$ cat src/rtl/bp_fe_fetch_sequencer_if.sv
// rtl/bp_fe_fetch_sequencer_if.sv - control, icache and fetch-output bundle for bp_fe_fetch_sequencer
interface bp_fe_fetch_sequencer_if #(
    parameter int vaddr_width_p = 39,
    parameter int paddr_width_p = 40,
    parameter int instr_width_p = 32
);
    // Control from the backend
    logic                       start_i;
    logic [vaddr_width_p-1:0]   start_pc_i;
    logic                       redirect_v_i;
    logic [vaddr_width_p-1:0]   redirect_pc_i;

    // Icache request / translation / response
    logic [vaddr_width_p-1:0]   vaddr_o;
    logic                       vaddr_v_o;
    logic                       vaddr_ready_i;
    logic [paddr_width_p-13:0]  ptag_o;
    logic                       ptag_v_o;
    logic                       uncached_o;
    logic [instr_width_p-1:0]   data_i;
    logic                       data_v_i;

    // Fetched instruction stream to the consumer
    logic [vaddr_width_p-1:0]   fetch_pc_o;
    logic [instr_width_p-1:0]   fetch_instr_o;
    logic                       fetch_v_o;
    logic                       fetch_ready_i;

    // The sequencer side
    modport master (
        input  start_i, start_pc_i, redirect_v_i, redirect_pc_i,
        output vaddr_o, vaddr_v_o,
        input  vaddr_ready_i,
        output ptag_o, ptag_v_o, uncached_o,
        input  data_i, data_v_i,
        output fetch_pc_o, fetch_instr_o, fetch_v_o,
        input  fetch_ready_i
    );

    // The environment side (backend, icache, consumer)
    modport slave (
        output start_i, start_pc_i, redirect_v_i, redirect_pc_i,
        input  vaddr_o, vaddr_v_o,
        output vaddr_ready_i,
        input  ptag_o, ptag_v_o, uncached_o,
        output data_i, data_v_i,
        input  fetch_pc_o, fetch_instr_o, fetch_v_o,
        output fetch_ready_i
    );
endinterface

$ cat src/rtl/bp_fe_fetch_sequencer.sv
// rtl/bp_fe_fetch_sequencer.sv - credit-based PC sequencer with TL/TV stages and output FIFO; BP_FE_FETCH_SEQ_STATS_EN adds stat counters
module bp_fe_fetch_sequencer #(
    parameter int vaddr_width_p = 39,
    parameter int paddr_width_p = 40,
    parameter int instr_width_p = 32,
    parameter int fifo_els_p    = 4
) (
    input  logic                    clk_i,
    input  logic                    reset_i,
    bp_fe_fetch_sequencer_if.master io
`ifdef BP_FE_FETCH_SEQ_STATS_EN
    ,
    output logic [31:0]             stat_fetch_o,
    output logic [31:0]             stat_miss_o,
    output logic [31:0]             stat_redirect_o
`endif
);

    localparam int ptr_w_lp   = $clog2(fifo_els_p);
    // occupancy plus the two pipeline valids must fit without overflow
    localparam int cnt_w_lp   = ptr_w_lp + 2;
    localparam int entry_w_lp = vaddr_width_p + instr_width_p;
    localparam logic [cnt_w_lp-1:0] els_lp = cnt_w_lp'(fifo_els_p);

    typedef enum logic [1:0] {e_idle, e_run, e_replay} state_e;

    state_e                     state_q, state_d;
    logic [vaddr_width_p-1:0]   next_pc_q, next_pc_d;
    logic [vaddr_width_p-1:0]   pc_tl_q, pc_tl_d;
    logic [vaddr_width_p-1:0]   pc_tv_q, pc_tv_d;
    logic                       tl_v_q, tl_v_d;
    logic                       tv_v_q, tv_v_d;

    logic [entry_w_lp-1:0]      mem_q [fifo_els_p];
    logic [entry_w_lp-1:0]      mem_d [fifo_els_p];
    logic [ptr_w_lp-1:0]        rd_ptr_q, rd_ptr_d;
    logic [ptr_w_lp-1:0]        wr_ptr_q, wr_ptr_d;
    logic [cnt_w_lp-1:0]        count_q, count_d;

    logic                       active;
    logic                       redirect_take;
    logic [cnt_w_lp-1:0]        used;
    logic                       vaddr_v;
    logic                       fetch_v;
    logic                       accept;
    logic                       miss;
    logic                       push;
    logic                       pop;
    logic [paddr_width_p-13:0]  ptag;

    assign active        = (state_q != e_idle);
    assign redirect_take = active & io.redirect_v_i;
    assign used          = count_q + {{(cnt_w_lp-1){1'b0}}, tl_v_q} + {{(cnt_w_lp-1){1'b0}}, tv_v_q};
    assign vaddr_v       = active & ~io.redirect_v_i & (used < els_lp);
    assign fetch_v       = (count_q != '0) & ~io.redirect_v_i;
    assign accept        = vaddr_v & io.vaddr_ready_i;
    assign miss          = tv_v_q & ~io.data_v_i;
    assign push          = tv_v_q & io.data_v_i & ~redirect_take;
    assign pop           = fetch_v & io.fetch_ready_i;

    // Sequencing: redirect beats miss beats normal TL->TV advance
    always_comb begin
        state_d   = state_q;
        next_pc_d = next_pc_q;
        pc_tl_d   = pc_tl_q;
        pc_tv_d   = pc_tv_q;
        tl_v_d    = tl_v_q;
        tv_v_d    = tv_v_q;
        case (state_q)
            e_idle: begin
                if (io.start_i) begin
                    state_d   = e_run;
                    next_pc_d = io.start_pc_i;
                end
            end
            default: begin
                if (redirect_take) begin
                    tl_v_d    = 1'b0;
                    tv_v_d    = 1'b0;
                    next_pc_d = io.redirect_pc_i;
                    state_d   = e_run;
                end else if (miss) begin
                    // any request accepted this cycle is younger than the miss and is dropped
                    tl_v_d    = 1'b0;
                    tv_v_d    = 1'b0;
                    next_pc_d = pc_tv_q;
                    state_d   = e_replay;
                end else begin
                    tv_v_d  = tl_v_q;
                    pc_tv_d = pc_tl_q;
                    tl_v_d  = accept;
                    if (accept) begin
                        pc_tl_d   = next_pc_q;
                        next_pc_d = next_pc_q + vaddr_width_p'(4);
                        if (state_q == e_replay) begin
                            state_d = e_run;
                        end
                    end
                end
            end
        endcase
    end

    // Output FIFO: flushed by redirect, otherwise independent push/pop
    always_comb begin
        mem_d    = mem_q;
        rd_ptr_d = rd_ptr_q;
        wr_ptr_d = wr_ptr_q;
        count_d  = count_q;
        if (redirect_take) begin
            rd_ptr_d = '0;
            wr_ptr_d = '0;
            count_d  = '0;
        end else begin
            if (push) begin
                mem_d[wr_ptr_q] = {pc_tv_q, io.data_i};
                wr_ptr_d        = wr_ptr_q + ptr_w_lp'(1);
            end
            if (pop) begin
                rd_ptr_d = rd_ptr_q + ptr_w_lp'(1);
            end
            case ({push, pop})
                2'b10:   count_d = count_q + cnt_w_lp'(1);
                2'b01:   count_d = count_q - cnt_w_lp'(1);
                default: count_d = count_q;
            endcase
        end
    end

    // Physical tag is the identity translation of the TL PC page number
    always_comb begin
        ptag                         = '0;
        ptag[vaddr_width_p-13:0]     = pc_tl_q[vaddr_width_p-1:12];
    end

    // State and FIFO registers
    always_ff @(posedge clk_i) begin
        if (reset_i) begin
            state_q   <= e_idle;
            next_pc_q <= '0;
            pc_tl_q   <= '0;
            pc_tv_q   <= '0;
            tl_v_q    <= 1'b0;
            tv_v_q    <= 1'b0;
            rd_ptr_q  <= '0;
            wr_ptr_q  <= '0;
            count_q   <= '0;
            for (int i = 0; i < fifo_els_p; i++) begin
                mem_q[i] <= '0;
            end
        end else begin
            state_q   <= state_d;
            next_pc_q <= next_pc_d;
            pc_tl_q   <= pc_tl_d;
            pc_tv_q   <= pc_tv_d;
            tl_v_q    <= tl_v_d;
            tv_v_q    <= tv_v_d;
            rd_ptr_q  <= rd_ptr_d;
            wr_ptr_q  <= wr_ptr_d;
            count_q   <= count_d;
            mem_q     <= mem_d;
        end
    end

    assign io.vaddr_o       = next_pc_q;
    assign io.vaddr_v_o     = vaddr_v;
    assign io.ptag_o        = ptag;
    assign io.ptag_v_o      = tl_v_q;
    assign io.uncached_o    = 1'b0;
    assign io.fetch_pc_o    = mem_q[rd_ptr_q][entry_w_lp-1:instr_width_p];
    assign io.fetch_instr_o = mem_q[rd_ptr_q][instr_width_p-1:0];
    assign io.fetch_v_o     = fetch_v;

`ifdef BP_FE_FETCH_SEQ_STATS_EN
    logic [31:0] stat_fetch_q, stat_fetch_d;
    logic [31:0] stat_miss_q, stat_miss_d;
    logic [31:0] stat_redirect_q, stat_redirect_d;

    // Saturating event counters
    always_comb begin
        stat_fetch_d    = stat_fetch_q;
        stat_miss_d     = stat_miss_q;
        stat_redirect_d = stat_redirect_q;
        if (accept && (stat_fetch_q != '1)) begin
            stat_fetch_d = stat_fetch_q + 32'd1;
        end
        if (miss && !redirect_take && (stat_miss_q != '1)) begin
            stat_miss_d = stat_miss_q + 32'd1;
        end
        if (redirect_take && (stat_redirect_q != '1)) begin
            stat_redirect_d = stat_redirect_q + 32'd1;
        end
    end

    // Counter registers
    always_ff @(posedge clk_i) begin
        if (reset_i) begin
            stat_fetch_q    <= '0;
            stat_miss_q     <= '0;
            stat_redirect_q <= '0;
        end else begin
            stat_fetch_q    <= stat_fetch_d;
            stat_miss_q     <= stat_miss_d;
            stat_redirect_q <= stat_redirect_d;
        end
    end

    assign stat_fetch_o    = stat_fetch_q;
    assign stat_miss_o     = stat_miss_q;
    assign stat_redirect_o = stat_redirect_q;
`endif

endmodule

$ cat src/flat_wrapper.sv
// flat-port wrapper written by rule: the top's interface ports become plain ports
module bp_fe_fetch_sequencer_flat 
#(
    parameter int vaddr_width_p = 39,
    parameter int paddr_width_p = 40,
    parameter int instr_width_p = 32,
    parameter int fifo_els_p    = 4
)
  (clk_i, reset_i, io_start_i, io_start_pc_i, io_redirect_v_i, io_redirect_pc_i, io_vaddr_o, io_vaddr_v_o, io_vaddr_ready_i, io_ptag_o, io_ptag_v_o, io_uncached_o, io_data_i, io_data_v_i, io_fetch_pc_o, io_fetch_instr_o, io_fetch_v_o, io_fetch_ready_i);
  bp_fe_fetch_sequencer_if #(.vaddr_width_p(vaddr_width_p), .paddr_width_p(paddr_width_p), .instr_width_p(instr_width_p)) io_i ();
  input  logic clk_i;
  input  logic reset_i;
  input wire logic [$bits(io_i.start_i)-1:0] io_start_i;
  input wire logic [$bits(io_i.start_pc_i)-1:0] io_start_pc_i;
  input wire logic [$bits(io_i.redirect_v_i)-1:0] io_redirect_v_i;
  input wire logic [$bits(io_i.redirect_pc_i)-1:0] io_redirect_pc_i;
  output wire logic [$bits(io_i.vaddr_o)-1:0] io_vaddr_o;
  output wire logic [$bits(io_i.vaddr_v_o)-1:0] io_vaddr_v_o;
  input wire logic [$bits(io_i.vaddr_ready_i)-1:0] io_vaddr_ready_i;
  output wire logic [$bits(io_i.ptag_o)-1:0] io_ptag_o;
  output wire logic [$bits(io_i.ptag_v_o)-1:0] io_ptag_v_o;
  output wire logic [$bits(io_i.uncached_o)-1:0] io_uncached_o;
  input wire logic [$bits(io_i.data_i)-1:0] io_data_i;
  input wire logic [$bits(io_i.data_v_i)-1:0] io_data_v_i;
  output wire logic [$bits(io_i.fetch_pc_o)-1:0] io_fetch_pc_o;
  output wire logic [$bits(io_i.fetch_instr_o)-1:0] io_fetch_instr_o;
  output wire logic [$bits(io_i.fetch_v_o)-1:0] io_fetch_v_o;
  input wire logic [$bits(io_i.fetch_ready_i)-1:0] io_fetch_ready_i;
  assign io_i.start_i = io_start_i;
  assign io_i.start_pc_i = io_start_pc_i;
  assign io_i.redirect_v_i = io_redirect_v_i;
  assign io_i.redirect_pc_i = io_redirect_pc_i;
  assign io_vaddr_o = io_i.vaddr_o;
  assign io_vaddr_v_o = io_i.vaddr_v_o;
  assign io_i.vaddr_ready_i = io_vaddr_ready_i;
  assign io_ptag_o = io_i.ptag_o;
  assign io_ptag_v_o = io_i.ptag_v_o;
  assign io_uncached_o = io_i.uncached_o;
  assign io_i.data_i = io_data_i;
  assign io_i.data_v_i = io_data_v_i;
  assign io_fetch_pc_o = io_i.fetch_pc_o;
  assign io_fetch_instr_o = io_i.fetch_instr_o;
  assign io_fetch_v_o = io_i.fetch_v_o;
  assign io_i.fetch_ready_i = io_fetch_ready_i;
  bp_fe_fetch_sequencer #(.vaddr_width_p(vaddr_width_p), .paddr_width_p(paddr_width_p), .instr_width_p(instr_width_p), .fifo_els_p(fifo_els_p)) u_core (.clk_i(clk_i), .reset_i(reset_i), .io(io_i));
endmodule
$ cat config.mk
export PLATFORM = sky130hd
export DESIGN_NAME = bp_fe_fetch_sequencer_flat
export DESIGN_NICKNAME = d
export VERILOG_FILES = /design/src/rtl/bp_fe_fetch_sequencer_if.sv /design/src/rtl/bp_fe_fetch_sequencer.sv /design/src/flat_wrapper.sv
export SDC_FILE = /design/constraint.sdc
export NUM_CORES = 1
export LEC_CHECK = 0
export ABC_AREA = 1
export BUFFER_PORTS_ARGS = -buffer_cell sky130_fd_sc_hd__buf_2
export CELL_PAD_IN_SITES_DETAIL_PLACEMENT = 1
export CELL_PAD_IN_SITES_GLOBAL_PLACEMENT = 1
export CORE_MARGIN = 3
export CORE_UTILIZATION = 39
export CTS_BUF_LIST = sky130_fd_sc_hd__clkbuf_2
export CTS_CLUSTER_SIZE = 28
export DETAILED_ROUTE_END_ITERATION = 16
export GPL_TIMING_DRIVEN = 0
export HOLD_SLACK_MARGIN = 0.03
export PLACE_DENSITY_LB_ADDON = 0.1
export RECOVER_POWER = 50
export SYNTH_ARGS = -nofsm -noshare
export SYNTH_HDL_FRONTEND = slang
export SYNTH_SLANG_ARGS = --single-unit
$ cat constraint.sdc
create_clock -name clk_i -period 2.35 [get_ports clk_i]
set_clock_uncertainty 0.1 [all_clocks]
set_input_delay 0.235 -clock clk_i [delete_from_list [all_inputs] [get_ports clk_i]]
set_output_delay 0.235 -clock clk_i [all_outputs]
set_load 0.005 [all_outputs]
After elaboration in Yosys (flattened, before gate mapping)
Cells that the tools add are included.

Register bits after elaboration: 413. Input bits: 117. Output and inout port bits: 142. Logic and storage cells: 79.

Add/sub/neg operators: 7. $lt $le $gt $ge: 4. Equal/unequal tests: 4. Mux-type cells: 22. Bitwise operators: 16. Reduce and logical (&&, ||, !) cells: 13.

Operators with widths (count): $bwmux W284 (1); $mux W71 (3); $mux W39 (5); $bmux W71 S2 (1); $demux W71 S2 (1); $add A39 B3 Y39 const B (1); $mux W2 (6); $reduce_bool A4 Y1 (3); $and A1 B1 Y1 (9); $add A4 B1 Y4 (2); $pmux W4 S2 (1); $ge A3 B3 Y1 const B (2); $not A2 Y3 (2); $reduce_and A3 Y1 (2); $not A1 Y1 (5); $add A2 B1 Y2 const B (2); $add A4 B1 Y4 const B (1); $eq A2 B2 Y1 const B (2); $lt A4 B3 Y1 const B (1); $mux W1 (4); $reduce_and A2 Y1 (2); $reduce_and A4 Y1 (1); $reduce_bool A2 Y1 (2); $sub A4 B1 Y4 const B (1); 6 further kinds (6).

Longest topological paths before layout
Word-level depth: 9. Gate-level depth with buffers: 13.

Least setup slack after synthesis
OpenSTA, ideal clock, no wires.

Path type: register -> register. From: register u_core.state_q[1]. To: register u_core.count_q[3]. Arrival: 2.058 ns. Required time: 2.180 ns. Setup slack: 0.123 ns. Stages on the path, launching flop included: 14. Cell sequence: dfxtp_1 > nor2_4 > nor2_2 > nor2_2 > buf_4 > inv_1 > ha_1 > ha_1 > nand2_1 > nor2_1 > a211oi_1 > xor2_1 > nand2_1 > a21oi_1.

Word-level cells in the longest chain between the ends: 6. Elaborated cells between the ends (all ways): 9. Those cells by class: eq/ne: 2; mux: 1; bitwise: 3; reduce/logical: 3.

Ends and longest elaborated chain: start, declared (RTL line bp_fe_fetch_sequencer.sv:27) `state_e state_q, state_d;`; start signal, assigned (RTL line bp_fe_fetch_sequencer.sv:139) `state_q <= e_idle;`; start signal, assigned (RTL line bp_fe_fetch_sequencer.sv:152) `state_q <= state_d;`; $reduce_bool A2 Y1 (*) (RTL line bp_fe_fetch_sequencer.sv:51) `assign active = (state_q != e_idle);`; $and A1 B1 Y1 (*) (RTL line bp_fe_fetch_sequencer.sv:52) `assign redirect_take = active & io.redirect_v_i;`; $not A1 Y1 (no line); $and A1 B1 Y1 (RTL line bp_fe_fetch_sequencer.sv:58) `assign push = tv_v_q & io.data_v_i & ~redirect_take;`; $eq A2 B1 Y1 / $eq A2 B2 Y1 (equally long branches) (RTL line bp_fe_fetch_sequencer.sv:122) `case ({push, pop})`; $pmux W4 S2 / $reduce_bool A2 Y1 (equally long branches); end signal, assigned (RTL line bp_fe_fetch_sequencer.sv:160) `count_q <= count_d;`; end, declared (RTL line bp_fe_fetch_sequencer.sv:38) `logic [cnt_w_lp-1:0] count_q, count_d;`.

Mark *: on every way between the ends. The rest lies on a longest branch, timed or not. A chain may end at the register's enable or synchronous reset.

Worst setup path in the final report
From: register u_core.rd_ptr_q[1]. To: output port io_fetch_pc_o[29].

Word-level cells in the longest chain between the ends: 4.

Ends and longest elaborated chain: start, declared (RTL line bp_fe_fetch_sequencer.sv:36) `logic [ptr_w_lp-1:0] rd_ptr_q, rd_ptr_d;`; start signal, assigned (RTL line bp_fe_fetch_sequencer.sv:158) `rd_ptr_q <= rd_ptr_d;`; $not A2 Y3 (implied by the code) (RTL line bp_fe_fetch_sequencer.sv:170) `assign io.fetch_pc_o = mem_q[rd_ptr_q][entry_w_lp-1:instr_width_p];`; $bmux W71 S2 (RTL line bp_fe_fetch_sequencer.sv:170); $mux W71 (implied by the code) (2 in a row) (RTL line bp_fe_fetch_sequencer.sv:170); end, declared (RTL line flat_wrapper.sv:25) `output wire logic [$bits(io_i.fetch_pc_o)-1:0] io_fetch_pc_o;`.

Every way passes these cells. The select of a mux whose other input is x is not followed.

==> impl_summary.log <==
[metrics] outcome: finished, violations left
[metrics] failing checks: setup timing
[metrics] register area share after synthesis: 0.437
[metrics] highest net fanout along the worst path: 10
[metrics] count of non-filler cells in the finished layout: 4077
[metrics] synthesized-area fraction occupied by adder cells: 0.00701
[metrics] number of buffers and inverters on the critical path: 5
[metrics] final instance area: 26600 µm²
[metrics] Simple-Gate Fraction of Synth Area: 0.273
[metrics] number of design-rule violations left by the first detailed-router iteration: 1838
[metrics] cells after synthesis: 2718
[metrics] Netlist cell types: 37
[metrics] maximum number of pins on one net before global-route repair: 16
[metrics] buffers added on ports: 256
[metrics] endpoint type of the worst setup path: primary output
[metrics] post-route fraction of the period consumed by the critical path: 1.26
[metrics] worst voltage drop across the vdd grid: 0.000309 V
[metrics] insertion delay to the later sink of the worst-skew pair: 1.11 ns
[metrics] number of filler instances in the final layout: 6148
[metrics] netlist area before placement: 18900 µm²
[metrics] Total Nets Final: 3496
[metrics] initial cell density of the core: 0.396
[metrics] vias in the first global route: 24074
[metrics] half-perimeter wire length after placement: 62.1 mm
[metrics] endpoints failing setup: 278
[metrics] class of the most critical hold timing path: in2reg
[metrics] post-detailed-placement cell area: 21000 µm²
[metrics] Max transition margin: 0.297
[metrics] share of total power in combinational logic: 0.121
[metrics] root buffer cell: clkbuf_2
[metrics] cell count after placement: 3590
[metrics] max-cap violation count: 0
[metrics] IO Pins: 259
[metrics] clock buffer depth: 3
[metrics] share of layout cells above drive strength 1: 0.240
[metrics] sequential power share: 0.513
[metrics] Routability Congestion: 0.971
[metrics] Syn-to-layout area delta: 40.6%
[metrics] die area: 51200 µm²
[metrics] switch share: 0.320
[metrics] count of final max-slew check failures: 0
[metrics] global-route wire length before repair: 142 mm
[metrics] number of vias per cell: 5.76
[metrics] final setup slack of the worst path: -0.618 ns
[metrics] antenna violations before repair: 6
[metrics] count of TritonRoute iterations in the first routing pass: 6
[metrics] CP peak stage delay: 0.38 ns
[metrics] wirelength, routed: 99.2 mm
[metrics] DRT antenna net count: 0
[metrics] slowest library cell on the worst path: dfxtp_4
[metrics] Power per Cell Area: 546 nW/µm²
[metrics] CTS sink cnt: 413
[metrics] unrepaired setup endpoints after global routing: yes
[metrics] GRT Overall Usage: 0.363
[metrics] mean instance size in the synthesized netlist: 6.96 µm²
[metrics] sequential cell area in the final layout: 8290 µm²
[metrics] clock tree from TritonCTS: done
[metrics] number of enable-type register cells in the synthesized netlist: 0
[metrics] complex-gate fraction of the synthesized area: 0.200
[metrics] crit path kind: reg2out
[metrics] clock network fraction of design power: 0.366
[metrics] area of the core: 47800 µm²
[metrics] CP cell instances: clkbuf_16, clkinvlp_4, buf_12, clkbuf_16, o21ai_1, o22ai_1, buf_2
[metrics] most frequent CP cell: clkbuf_16
[metrics] Place WS: -0.748 ns
[metrics] Max Fclk: 337 MHz
[metrics] number of H-tree levels: 3
[metrics] count of synthesis-stage warnings from yosys: 0
[metrics] largest family of logic cells by synthesized area: simple AND/OR/NAND/NOR gates
[metrics] switching power of the nets: 4.65 mW
[metrics] Yosys reg bits: 413
[metrics] routed wirelength normalized by instance count: 24.3 µm
[metrics] final hold violation count: 0
[metrics] Crit path required time: 2.02 ns
[metrics] flip-flop cell with the highest count after synthesis: dfxtp_1
[metrics] Multi-input gate area: 10200 µm²
[metrics] total vias in the final route: 23501
[metrics] number of design rule violations left after detail routing: 0
[metrics] Startpoint Class: flip-flop
[metrics] count of standard-cell rows: 80
[metrics] Final Total Pwr: 14.5 mW
[metrics] leakage power total: 10.7 nW
[metrics] height of the die: 226 µm
[metrics] share of the synthesized netlist area taken by xor and xnor gates: 0.00879
[metrics] CP top delay family: buffers and inverters
[metrics] worst path arrival time: 2.63 ns
[metrics] Clock Pin Slew Worst Setup and Hold Paths: 0.12 ns
[metrics] grt ovf: 0
[metrics] share of async-settable or async-resettable flops after synthesis: 0
[metrics] slew of the pin with the lowest slew margin: 1.05 ns
[metrics] post-route minimum period: 2.97 ns
[metrics] multiplexer area fraction after synthesis: 0
[metrics] cell-internal power: 9.88 mW
[metrics] minimum hold slack: 0.195 ns
[metrics] die width: 226 µm
[metrics] number of buffers inserted during clock tree synthesis: 112
==> placed cells by master, fill, tap and decap left out, drive strengths merged, types with 2 or more instances in the layout <==
cell,Yosys,final
diode,0,6
inv,60,59
a21oi,390,390
conb,1,2
buf,110,399
xnor2,5,5
xor2,14,14
nor3,3,3
and2,2,2
ha,9,9
clkinv,1,20
nand3,312,312
nand4,9,9
o211ai,12,12
dlygate4sd3,0,229
clkinvlp,0,4
o22ai,71,71
clkbuf,139,333
o21ai,239,239
nand2,585,585
dfxtp,413,413
a22o,7,7
nor2,320,320
nand3b,10,10
==> cells in the mapped netlist (5+ instances only) <==
cell type | n | area, µm²
a21oi_1 | 390 | 1950
a22o_1 | 7 | 61.3
buf_1 | 12 | 45.0
buf_2 | 53 | 265
buf_4 | 44 | 330
clkbuf_1 | 137 | 514
dfxtp_1 | 413 | 8270
ha_1 | 9 | 113
inv_1 | 57 | 214
nand2_1 | 583 | 2190
nand3_1 | 312 | 1560
nand3b_1 | 10 | 75.1
nand4_1 | 8 | 50.1
nor2_1 | 311 | 1170
nor2_2 | 6 | 37.5
o211ai_1 | 12 | 90.1
o21ai_0 | 238 | 1190
o22ai_1 | 71 | 444
xnor2_1 | 5 | 43.8
xor2_1 | 14 | 123
==> worst paths after layout <==
path / startpoint / endpoint / slack [ns] / depth (start not counted)
hold / removal: io_redirect_v_i / u_core.io.vaddr_o[38] / 0.19 / 6
setup / recovery: u_core.rd_ptr_q[1] / io_fetch_pc_o[29] / -0.62 / 7
setup reg to reg: u_core.count_q[0] / u_core.count_q[3] / -0.43 / 14
hold reg to reg: u_core.mem_q[111] / u_core.mem_q[111] / 0.36 / 2
==> state kept, by name, indices dropped and copies added, names as in the netlist, 2 cells and up <==
signal             count
u_core.pc_tv_q        39
u_core.rd_ptr_q        2
u_core.pc_tl_q        39
u_core.wr_ptr_q        2
u_core.mem_q         284
u_core.state_q         2
u_core.io.vaddr_o     39
u_core.count_q         4
==> cell type report <==
class	instances	share of cell area
repair buffers	543	0.162
clock buffers	180	0.0339
multi-input cells	1996	0.385
flip-flops and latches	413	0.311
well taps	615	0.0289
repair inverters	1	0.000235
diodes	6	0.000564
clock inverters	21	0.00353
inverters	61	0.00945
plain buffers	241	0.0659
==> cell families (layout without fill, tap and decap cells) <==
kind of cell	count (synthesis)	in the layout
AND/OR/NAND/NOR	1241	1241
AO/OA/AOI/OAI	724	724
flip-flops	413	413
buffers and inverters	310	1047
XOR/XNOR	19	19
adder cells (fa/ha/maj)	10	10
other	1	8
==> power groups by stage <==
stage	clock [mW]	combinational (mW)	sequential [mW]
6_report	5.31	1.76	7.46
5_1_grt	5.74	1.87	7.47
4_1_cts	5.36	1.63	7.43
3_5_place_dp	0	1.31	7.59
3_3_place_gp	0	1.28	7.59
2_1_floorplan	0	0.680	7.47
==> metrics by stage <==
step	util	setup TNS, ns
after CTS	0.540	-39.90
final	0.556	-48.95
after global placement	0.438	-109.19
after global routing	0.556	-78.00
after detailed placement	0.438	-111.24
after floorplan	-	0
==> metal layers <==
metal  GRT usage  wire, µm  vias up
met1       0.423     38000    11452
li1            -         -    10521
met3      0.0676      6660      366
met5           0         0        -
met4       0.188      6060        0
met2       0.635     48500     1162
==> worst register-to-register path: stages, from the launching register on <==
cell and delay, ns:
dfxtp_4 0.39, buf_6 0.11, clkinvlp_4 0.07, a31oi_1 0.39, clkdlybuf4s25_1 0.38, nand2_4 0.08, inv_4 0.08, ha_4 0.18
ha_4 0.22, nand2_2 0.06, nor2_2 0.04, a211oi_2 0.21, xor2_1 0.17, nand2_1 0.09, a21oi_2 0.13
==> what timing repair did <==
action | 4_1_cts | 5_1_grt
hold endpoints to repair | 393 | 0
endpoints found under the setup margin | 384 | 165
gates resized for setup | 362 | 189
gates cloned | 11 | 8
pin swaps | 47 | 70
hold buffers | 230 | 0
setup buffers | 27 | 15
Power figures use the tool's default switching activity.
